==> config.mk <==
export PLATFORM = sky130hd
export DESIGN_NAME = calc2_port_scheduler_flat
export DESIGN_NICKNAME = d
export VERILOG_FILES = /design/src/rtl/calc2_sched_pkg.sv /design/src/rtl/calc2_port_scheduler_if.sv /design/src/rtl/calc2_result_fifo.sv /design/src/rtl/calc2_port_scheduler.sv /design/src/flat_wrapper.sv
export SDC_FILE = /design/constraint.sdc
export NUM_CORES = 2
export LEC_CHECK = 0
export ABC_AREA = 1
export CAP_MARGIN = 10
export CORE_AREA = 2 2 489 394
export CTS_CLUSTER_SIZE = 25
export DETAILED_ROUTE_END_ITERATION = 10
export DIE_AREA = 0 0 491 396
export PLACE_DENSITY_LB_ADDON = 0.3
export SYNTH_ARGS = -nofsm -noshare
export SYNTH_HDL_FRONTEND = slang
export SYNTH_SLANG_ARGS = --single-unit
==> constraint.sdc <==
create_clock -name c_clk -period 8.4 [get_ports c_clk]
set_input_delay 0.84 -clock c_clk [delete_from_list [all_inputs] [get_ports c_clk]]
set_output_delay 0.84 -clock c_clk [all_outputs]
set_load 0.02 [all_outputs]
==> src/rtl/calc2_sched_pkg.sv <==
// Shared types and fixed configuration for the calc2 port scheduler.
// Four ports, four tags per port, a 16-entry result FIFO and an 8-bit id.
package calc2_sched_pkg;
    localparam int NUM_PORTS     = 4;
    localparam int PORT_W        = 2;
    localparam int TAGS_PER_PORT = 4;
    localparam int TAG_W         = 2;
    localparam int RESULT_DEPTH  = 16;
    localparam int ID_W          = 8;

    typedef enum logic [3:0] {
        CMD_NOP = 4'd0,
        CMD_ADD = 4'd1,
        CMD_SUB = 4'd2,
        CMD_SHL = 4'd5,
        CMD_SHR = 4'd6
    } cmd_t;

    typedef enum logic [1:0] {
        RESP_NONE    = 2'd0,
        RESP_OK      = 2'd1,
        RESP_OVF     = 2'd2,
        RESP_INVALID = 2'd3
    } resp_t;

    typedef logic [1:0] sched_state_t;
    localparam sched_state_t ST_IDLE  = 2'd0;
    localparam sched_state_t ST_CMD   = 2'd1;
    localparam sched_state_t ST_DATA2 = 2'd2;

    typedef struct packed {
        resp_t            resp;
        logic [31:0]      data;
        logic [ID_W-1:0]  id;
    } result_t;
endpackage

==> src/rtl/calc2_port_scheduler_if.sv <==
// Upstream operation stream and result stream of the calc2 port scheduler.
interface calc2_port_scheduler_if;
    import calc2_sched_pkg::*;

    logic            op_valid;
    logic            op_ready;
    logic [3:0]      op_cmd;
    logic [31:0]     op_data1;
    logic [31:0]     op_data2;
    logic [ID_W-1:0] op_id;
    logic            res_valid;
    logic            res_ready;
    logic [1:0]      res_resp;
    logic [31:0]     res_data;
    logic [ID_W-1:0] res_id;

    modport master (
        output op_valid, op_cmd, op_data1, op_data2, op_id, res_ready,
        input  op_ready, res_valid, res_resp, res_data, res_id
    );

    modport slave (
        input  op_valid, op_cmd, op_data1, op_data2, op_id, res_ready,
        output op_ready, res_valid, res_resp, res_data, res_id
    );
endinterface

==> src/rtl/calc2_result_fifo.sv <==
// Result FIFO with several write ports per cycle (packed in port order) and one
// first-word-fall-through read port.
module calc2_result_fifo
    import calc2_sched_pkg::*;
#(
    parameter int WR_PORTS = NUM_PORTS + 1,
    parameter int DEPTH    = RESULT_DEPTH,
    parameter int PTR_W    = 4,
    parameter int CNT_W    = 5
) (
    input  logic             clk,
    input  logic             reset,
    input  logic [WR_PORTS-1:0] wr_en,
    input  result_t          wr_data [WR_PORTS],
    input  logic             rd_en,
    output result_t          rd_data,
    output logic             rd_valid,
    output logic [CNT_W-1:0] count
);
    result_t          mem_r [DEPTH];
    logic [PTR_W-1:0] wr_ptr_r;
    logic [PTR_W-1:0] rd_ptr_r;
    logic [CNT_W-1:0] count_r;
    logic [PTR_W-1:0] slot_s [WR_PORTS];
    logic [CNT_W-1:0] n_wr_s;
    logic             pop_s;

    // Each enabled writer lands after all enabled writers with a lower index
    always_comb begin
        n_wr_s = '0;
        for (int i = 0; i < WR_PORTS; i++) begin
            slot_s[i] = wr_ptr_r + n_wr_s[PTR_W-1:0];
            if (wr_en[i]) begin
                n_wr_s = n_wr_s + CNT_W'(1);
            end else begin
                n_wr_s = n_wr_s;
            end
        end
    end

    assign pop_s    = rd_en && (count_r != '0);
    assign rd_valid = (count_r != '0);
    assign rd_data  = mem_r[rd_ptr_r];
    assign count    = count_r;

    // Pointer and occupancy bookkeeping
    always_ff @(posedge clk) begin
        if (reset) begin
            wr_ptr_r <= '0;
            rd_ptr_r <= '0;
            count_r  <= '0;
        end else begin
            wr_ptr_r <= wr_ptr_r + n_wr_s[PTR_W-1:0];
            rd_ptr_r <= rd_ptr_r + PTR_W'(pop_s);
            count_r  <= count_r + n_wr_s - CNT_W'(pop_s);
        end
    end

    // Storage array
    always_ff @(posedge clk) begin
        for (int i = 0; i < WR_PORTS; i++) begin
            if (wr_en[i]) begin
                mem_r[slot_s[i]] <= wr_data[i];
            end
        end
    end
endmodule

==> src/rtl/calc2_port_scheduler.sv <==
// Dispatches upstream operations round-robin over the four calc2 request ports,
// tracks tags per port and returns matched responses through a result FIFO.
module calc2_port_scheduler
    import calc2_sched_pkg::*;
(
    input  logic                              c_clk,
    input  logic                              reset,
    calc2_port_scheduler_if.slave             up,
    output logic [NUM_PORTS-1:0][3:0]         req_cmd_out,
    output logic [NUM_PORTS-1:0][31:0]        req_data_out,
    output logic [NUM_PORTS-1:0][TAG_W-1:0]   req_tag_out,
    input  logic [NUM_PORTS-1:0][1:0]         resp_in,
    input  logic [NUM_PORTS-1:0][31:0]        data_in,
    input  logic [NUM_PORTS-1:0][TAG_W-1:0]   tag_in,
    output logic [4:0]                        outstanding,
    output logic                              err_spurious
);
    sched_state_t                          state_r;
    logic [PORT_W-1:0]                     rr_ptr_r;
    logic [NUM_PORTS-1:0][TAGS_PER_PORT-1:0] busy_r;
    logic [ID_W-1:0]                       id_tab_r [NUM_PORTS][TAGS_PER_PORT];
    logic [PORT_W-1:0]                     cur_port_r;
    logic [31:0]                           cur_data2_r;
    logic                                  nop_push_r;
    logic [ID_W-1:0]                       nop_id_r;
    logic [4:0]                            outstanding_r;
    logic                                  err_r;
    logic [NUM_PORTS-1:0][3:0]             req_cmd_r;
    logic [NUM_PORTS-1:0][31:0]            req_data_r;
    logic [NUM_PORTS-1:0][TAG_W-1:0]       req_tag_r;

    logic              sel_found_s;
    logic [PORT_W-1:0] sel_port_s;
    logic [TAG_W-1:0]  sel_tag_s;
    logic [4:0]        fifo_count_s;
    logic              credit_ok_s;
    logic              op_ready_s;
    logic              accept_s;
    logic              dispatch_s;
    logic [NUM_PORTS-1:0] rsp_hit_s;
    logic [NUM_PORTS-1:0] rsp_spur_s;
    logic [NUM_PORTS:0]   fifo_wr_en_s;
    result_t           fifo_wr_data_s [NUM_PORTS+1];
    result_t           fifo_rd_s;
    logic [2:0]        n_push_s;

    // First port from rr_ptr with a free tag, then that port's lowest free tag
    always_comb begin
        sel_found_s = 1'b0;
        sel_port_s  = '0;
        sel_tag_s   = '0;
        for (int k = 0; k < NUM_PORTS; k++) begin
            if (!sel_found_s && !(&busy_r[rr_ptr_r + PORT_W'(k)])) begin
                sel_found_s = 1'b1;
                sel_port_s  = rr_ptr_r + PORT_W'(k);
            end else begin
                sel_found_s = sel_found_s;
            end
        end
        for (int t = TAGS_PER_PORT - 1; t >= 0; t--) begin
            if (!busy_r[sel_port_s][t]) begin
                sel_tag_s = TAG_W'(t);
            end else begin
                sel_tag_s = sel_tag_s;
            end
        end
    end

    // Credit covers both queued results and everything still in flight
    assign credit_ok_s = (6'(fifo_count_s) + 6'(outstanding_r)) < 6'(RESULT_DEPTH);
    assign op_ready_s  = ((state_r == ST_IDLE) || (state_r == ST_DATA2)) && sel_found_s && credit_ok_s;
    assign accept_s    = up.op_valid && op_ready_s;
    assign dispatch_s  = accept_s && (up.op_cmd != 4'd0);

    // Response matching and FIFO write-port assembly (no-op results go last)
    always_comb begin
        n_push_s = 3'd0;
        for (int p = 0; p < NUM_PORTS; p++) begin
            rsp_hit_s[p]      = (resp_in[p] != 2'd0) && busy_r[p][tag_in[p]];
            rsp_spur_s[p]     = (resp_in[p] != 2'd0) && !busy_r[p][tag_in[p]];
            fifo_wr_data_s[p] = '{resp: resp_t'(resp_in[p]), data: data_in[p], id: id_tab_r[p][tag_in[p]]};
        end
        fifo_wr_data_s[NUM_PORTS] = '{resp: RESP_INVALID, data: 32'd0, id: nop_id_r};
        fifo_wr_en_s = {nop_push_r, rsp_hit_s};
        for (int i = 0; i <= NUM_PORTS; i++) begin
            n_push_s = n_push_s + 3'(fifo_wr_en_s[i]);
        end
    end

    // Dispatch FSM, request drive registers and tag bookkeeping
    always_ff @(posedge c_clk) begin
        if (reset) begin
            state_r       <= ST_IDLE;
            rr_ptr_r      <= '0;
            busy_r        <= '0;
            cur_port_r    <= '0;
            cur_data2_r   <= '0;
            nop_push_r    <= 1'b0;
            nop_id_r      <= '0;
            outstanding_r <= '0;
            err_r         <= 1'b0;
            req_cmd_r     <= '0;
            req_data_r    <= '0;
            req_tag_r     <= '0;
        end else begin
            nop_push_r    <= accept_s && !dispatch_s;
            nop_id_r      <= up.op_id;
            outstanding_r <= outstanding_r + 5'(accept_s) - 5'(n_push_s);
            err_r         <= err_r | (|rsp_spur_s);
            for (int p = 0; p < NUM_PORTS; p++) begin
                if (rsp_hit_s[p]) begin
                    busy_r[p][tag_in[p]] <= 1'b0;
                end
            end
            req_cmd_r  <= '0;
            req_data_r <= '0;
            req_tag_r  <= '0;
            if (dispatch_s) begin
                busy_r[sel_port_s][sel_tag_s] <= 1'b1;
                rr_ptr_r                      <= sel_port_s + PORT_W'(1);
                cur_port_r                    <= sel_port_s;
                cur_data2_r                   <= up.op_data2;
                req_cmd_r[sel_port_s]         <= up.op_cmd;
                req_data_r[sel_port_s]        <= up.op_data1;
                req_tag_r[sel_port_s]         <= sel_tag_s;
                state_r                       <= ST_CMD;
            end else if (state_r == ST_CMD) begin
                req_data_r[cur_port_r] <= cur_data2_r;
                req_tag_r[cur_port_r]  <= req_tag_r[cur_port_r];
                state_r                <= ST_DATA2;
            end else begin
                state_r <= ST_IDLE;
            end
        end
    end

    // Id table travels with the tag; only meaningful while the tag is busy
    always_ff @(posedge c_clk) begin
        if (dispatch_s) begin
            id_tab_r[sel_port_s][sel_tag_s] <= up.op_id;
        end
    end

    calc2_result_fifo u_fifo (
        .clk      (c_clk),
        .reset    (reset),
        .wr_en    (fifo_wr_en_s),
        .wr_data  (fifo_wr_data_s),
        .rd_en    (up.res_ready),
        .rd_data  (fifo_rd_s),
        .rd_valid (up.res_valid),
        .count    (fifo_count_s)
    );

    assign up.op_ready   = op_ready_s;
    assign up.res_resp   = fifo_rd_s.resp;
    assign up.res_data   = fifo_rd_s.data;
    assign up.res_id     = fifo_rd_s.id;
    assign req_cmd_out   = req_cmd_r;
    assign req_data_out  = req_data_r;
    assign req_tag_out   = req_tag_r;
    assign outstanding   = outstanding_r;
    assign err_spurious  = err_r;
endmodule

==> src/flat_wrapper.sv <==
// flat-port wrapper written by rule: the top's interface ports become plain ports
module calc2_port_scheduler_flat import calc2_sched_pkg::*;
  (c_clk, reset, req_cmd_out, req_data_out, req_tag_out, resp_in, data_in, tag_in, outstanding, err_spurious, up_op_valid, up_op_cmd, up_op_data1, up_op_data2, up_op_id, up_res_ready, up_op_ready, up_res_valid, up_res_resp, up_res_data, up_res_id);
  calc2_port_scheduler_if up_i ();
  input  logic c_clk;
  input  logic reset;
  output logic [NUM_PORTS-1:0][3:0] req_cmd_out;
  output logic [NUM_PORTS-1:0][31:0] req_data_out;
  output logic [NUM_PORTS-1:0][TAG_W-1:0] req_tag_out;
  input  logic [NUM_PORTS-1:0][1:0] resp_in;
  input  logic [NUM_PORTS-1:0][31:0] data_in;
  input  logic [NUM_PORTS-1:0][TAG_W-1:0] tag_in;
  output logic [4:0] outstanding;
  output logic err_spurious;
  input wire logic [$bits(up_i.op_valid)-1:0] up_op_valid;
  input wire logic [$bits(up_i.op_cmd)-1:0] up_op_cmd;
  input wire logic [$bits(up_i.op_data1)-1:0] up_op_data1;
  input wire logic [$bits(up_i.op_data2)-1:0] up_op_data2;
  input wire logic [$bits(up_i.op_id)-1:0] up_op_id;
  input wire logic [$bits(up_i.res_ready)-1:0] up_res_ready;
  output wire logic [$bits(up_i.op_ready)-1:0] up_op_ready;
  output wire logic [$bits(up_i.res_valid)-1:0] up_res_valid;
  output wire logic [$bits(up_i.res_resp)-1:0] up_res_resp;
  output wire logic [$bits(up_i.res_data)-1:0] up_res_data;
  output wire logic [$bits(up_i.res_id)-1:0] up_res_id;
  assign up_i.op_valid = up_op_valid;
  assign up_i.op_cmd = up_op_cmd;
  assign up_i.op_data1 = up_op_data1;
  assign up_i.op_data2 = up_op_data2;
  assign up_i.op_id = up_op_id;
  assign up_i.res_ready = up_res_ready;
  assign up_op_ready = up_i.op_ready;
  assign up_res_valid = up_i.res_valid;
  assign up_res_resp = up_i.res_resp;
  assign up_res_data = up_i.res_data;
  assign up_res_id = up_i.res_id;
  calc2_port_scheduler u_core (.c_clk(c_clk), .reset(reset), .up(up_i), .req_cmd_out(req_cmd_out), .req_data_out(req_data_out), .req_tag_out(req_tag_out), .resp_in(resp_in), .data_in(data_in), .tag_in(tag_in), .outstanding(outstanding), .err_spurious(err_spurious));
endmodule
==> metrics.md <==
| Metric | Value |
|---|---|
| Dominant synthesized flop cell | dfxtp_1 |
| Initial Utilization | 34.92% |
| Number of global-route vias before repair | between 60,000 and 70,000 |
| Busiest grt layer | met2 |
| Power, Total | 15.90 mW |
| Placed cell count | 12,540 |
| Clock Skew | 0.06391 ns |
| Synthesis-stage register bit count | 1,034 |
| RSZ-0062 raised after global routing | false |
| Layout fillers | 19,920 |
| All-Layer GR Usage | roughly a third |
| Die area | 0.1944 sq mm |
| Router iterations before antenna repair | 7 |
| Post-synth EDFFs | around 260 |
| Slowest-stage cell, CP | nand3_2 |
| Core box area | about 0.19 sq mm |
| Final worst-path cycle share | 77.98% |
| Pint | 10.24 mW |
| Sw Ratio | 35.60% |
| CTS Root Cell | clkbuf_16 |
| Synth cell types | 55 |
| Worst-path fanout max | 40 |
| Clock Tree Buf Depth | 3 |
| Top post-synthesis cells by area | dfxtp_1, nand2_1, edfxtp_1 |
| # setup viols final | 0 |
| Status | finished, final reports clean |
| Startpoint Class | primary input |
| GRT Residual Overflow | 0 |
| Setup Slack @ Placement | 1.359 ns |
| Pleak | 31.38 nW |
| Post-synth ARST share | 0% |
| First-pass GRT wire length | slightly below 500,000 um |
| Avg Cell Area, Syn | 6.392 sq um |
| Family with the most delay on the worst path | buffers and inverters |
| Avg WL per Cell | around 27 um |
| Count leader, synth | nand2_1 |
| Port-buffer cells | between 400 and 500 |
| Area Growth Syn to Fin | 14.06% |
| Chip Height | 396 um |
| Final slew viol count | 0 |
| CP most frequent cell | nand2_1 |
| DP HPWL | around 220,000 um |
| Fraction of layout cells with a size suffix above 1 | 5.732% |
| Critical Path Max Stage Delay | 0.87 ns |
| Non-filler instance count after layout | 12,780 |
| TritonCTS clock tree | built |
| Final Instance Area | 0.07539 sq mm |
| Final GP Congestion | around 1 |
| CP Data Arrival Time | 7.30 ns |
| Setup TNS | 0 ns |
| Total wire length | around 340,000 um |
| GRT met3 Usage | 11.24% |
| Required time of the critical path | 9.15 ns |
| Peak supply drop | 0.0001954 V |
| Syn nets | 10,610 |
| Hold WS | 0.4463 ns |
| Yosys top cell area share | 23.56% |
| Fin crit period | 6.550 ns |
| Least-Margin Pin Slew | 1.348 ns |
| Io pins | 426 |
| Inserted Clock Buffers | 117 |
| H-Tree Depth | 3 |
| Seq/Total Area, Yosys | 35.19% |
| Syn Std Cell Area | between 0.06 and 0.07 sq mm |
| Vias/cell | 5.935 |
| Initial antenna violation count | 30 |
| Kind of critical path | in2reg |
| GRT met2 Usage | 48.29% |
| Relative slew slack | 9.925% |
| DRT iter0 DRCs | approximately 13,000 |
| Die width | ~500 um |
| Worst min path class | reg2reg |
| Sw power | 5.659 mW |
| Number of hold buffers added after cts | 0 |
| Largest net degree at the start of global routing | 168 |
| Util after Layout | 39.83% |
| Post-CTS Setup Bufs | 0 |
| Clock power share | 35.3% |
| Clk sinks | approximately 1,000 |
| DRC viols | 0 |
| Synth top cells by count | nand2_1, nand3_1, o21ai_0 |
| Max Clock Freq | 0.1527 GHz |
| PnR worst setup slack | 1.850 ns |
| Yosys top cell by area | dfxtp_1 |
| Crit end category | flip-flop |
| Logic gate share of total power | 28.0% |
| Clk slew on worst S/H paths | around 0.06 ns |
| Max cap viols | 0 |
| Buf+Inv Stages, Crit Path | 9 |
| Fin. Hold Viols | 0 |
| Vias | 75,850 |
| Post-cts sizing count | 0 |
| Mapped Cells | 10,340 |
| Nets | around 10,000 |
| Row count | 143 |
| Post-route ant nets | 0 |
| Yosys warns | 0 |
| Later-pin clock latency in the skew report | 0.84 ns |
| Flop pwr share | 36.7% |
| GRT met1 Usage | 44.37% |
| Total power divided by cell area | 210.8 mW/mm^2 |
| Cell Area, Placed | 0.07122 sq mm |
[cell families (layout without fill, tap and decap cells)]
group	count (synthesis)	count (layout)	share of synthesized area [%]
AND/OR/NAND/NOR	5572	5572	35.10
adder cells (fa/ha/maj)	47	47	0.9578
other	1	19	0.005673
flip-flops	1034	1034	35.19
XOR/XNOR	13	13	0.1723
buffers and inverters	1574	1458	9.734
multiplexers	168	168	2.544
AO/OA/AOI/OAI	1931	1931	16.29
[final timing paths]
path | cells after the start | slack, ns | startpoint | end
hold reg to reg | 2 | 0.45 | u_core.u_fifo.mem_r[4][8] | u_core.u_fifo.mem_r[4][8]
hold / removal | 2 | 0.45 | u_core.u_fifo.mem_r[4][8] | u_core.u_fifo.mem_r[4][8]
setup reg to reg | 29 | 2.35 | u_core.busy_r[5] | u_core.u_fifo.mem_r[9][26]
setup / recovery | 28 | 1.85 | resp_in[3] | u_core.u_fifo.mem_r[9][26]
[state kept, by name, indices dropped and copies added (netlist names)]
signal,count
u_core.req_cmd_out,16
u_core.u_fifo.count,5
u_core.state_r,2
u_core.u_fifo.rd_ptr_r,4
u_core.nop_push_r,1
u_core.u_fifo.wr_ptr_r,4
u_core.busy_r,16
u_core.nop_id_r,8
u_core.req_tag_out,8
u_core.err_spurious,1
u_core.u_fifo.mem_r,672
u_core.req_data_out,128
u_core.rr_ptr_r,2
u_core.cur_port_r,2
u_core.id_tab_r,128
u_core.outstanding,5
u_core.cur_data2_r,32
[cells in the final DEF, fill, tap and decap left out, types with 8 or more instances in the layout]
cell | Yosys | final
o211ai_1 | 194 | 194
a22o_1 | 37 | 37
nand2_2 | 18 | 20
a22oi_1 | 47 | 47
o21bai_1 | 17 | 17
inv_1 | 585 | 572
a21oi_4 | 4 | 10
clkbuf_16 | 0 | 119
and2_1 | 12 | 12
buf_4 | 43 | 165
mux2i_1 | 168 | 168
nor3_1 | 13 | 13
o21ai_1 | 109 | 109
clkinv_2 | 0 | 24
o22ai_1 | 137 | 137
clkbuf_1 | 557 | 24
nand3_1 | 1158 | 1158
inv_2 | 48 | 61
nand3_2 | 10 | 10
or2_2 | 8 | 8
clkbuf_8 | 0 | 28
nand3_4 | 17 | 17
ha_1 | 41 | 41
nor2_2 | 30 | 12
clkdlybuf4s50_1 | 0 | 424
edfxtp_1 | 256 | 256
dfxtp_1 | 778 | 774
nor2_1 | 363 | 347
nor2_4 | 14 | 48
nand4_1 | 21 | 21
bufinv_16 | 0 | 10
a21oi_1 | 281 | 281
o21ai_0 | 1077 | 1077
nand2_1 | 3882 | 3880
diode_2 | 0 | 18
[area by class of cell]
| type | count | area, sq um | share of cell area [%] |
|---|---|---|---|
| multi-input cells | 7732 | 36730 | 48.72 |
| flip-flops and latches | 1034 | 23270 | 30.87 |
| repair buffers | 597 | 5635 | 7.475 |
| clock buffers | 171 | 3453 | 4.581 |
| well taps | 2537 | 3174 | 4.211 |
| inverters | 642 | 2430 | 3.223 |
| clock inverters | 48 | 644.4 | 0.8547 |
| diodes | 18 | 45.04 | 0.05975 |
[power by group through the flow]
stage                     clock network, mW  registers [mW]  logic (mW)
after floorplan                           0            5.83        2.68
after global placement                    0            5.92        4.29
after detailed placement                  0            5.92        4.33
after CTS                              5.60            5.82        4.35
after global routing                   5.81            5.87        4.77
final                                  5.60            5.84        4.45
[tightest hold or removal path: cells and delay by family, from the launching register on]
family | cells | cell delay, ns
simple gates | 2 | 0.10
flops | 1 | 0.30
[metal layers]
layer  vias to the layer above  share of wire [%]
met5                         -              0.024
met4                        12                6.0
met3                      1196                 15
met2                      6030                 40
met1                     35220                 39
li1                      33380                  -
Power figures use the tool's default switching activity.
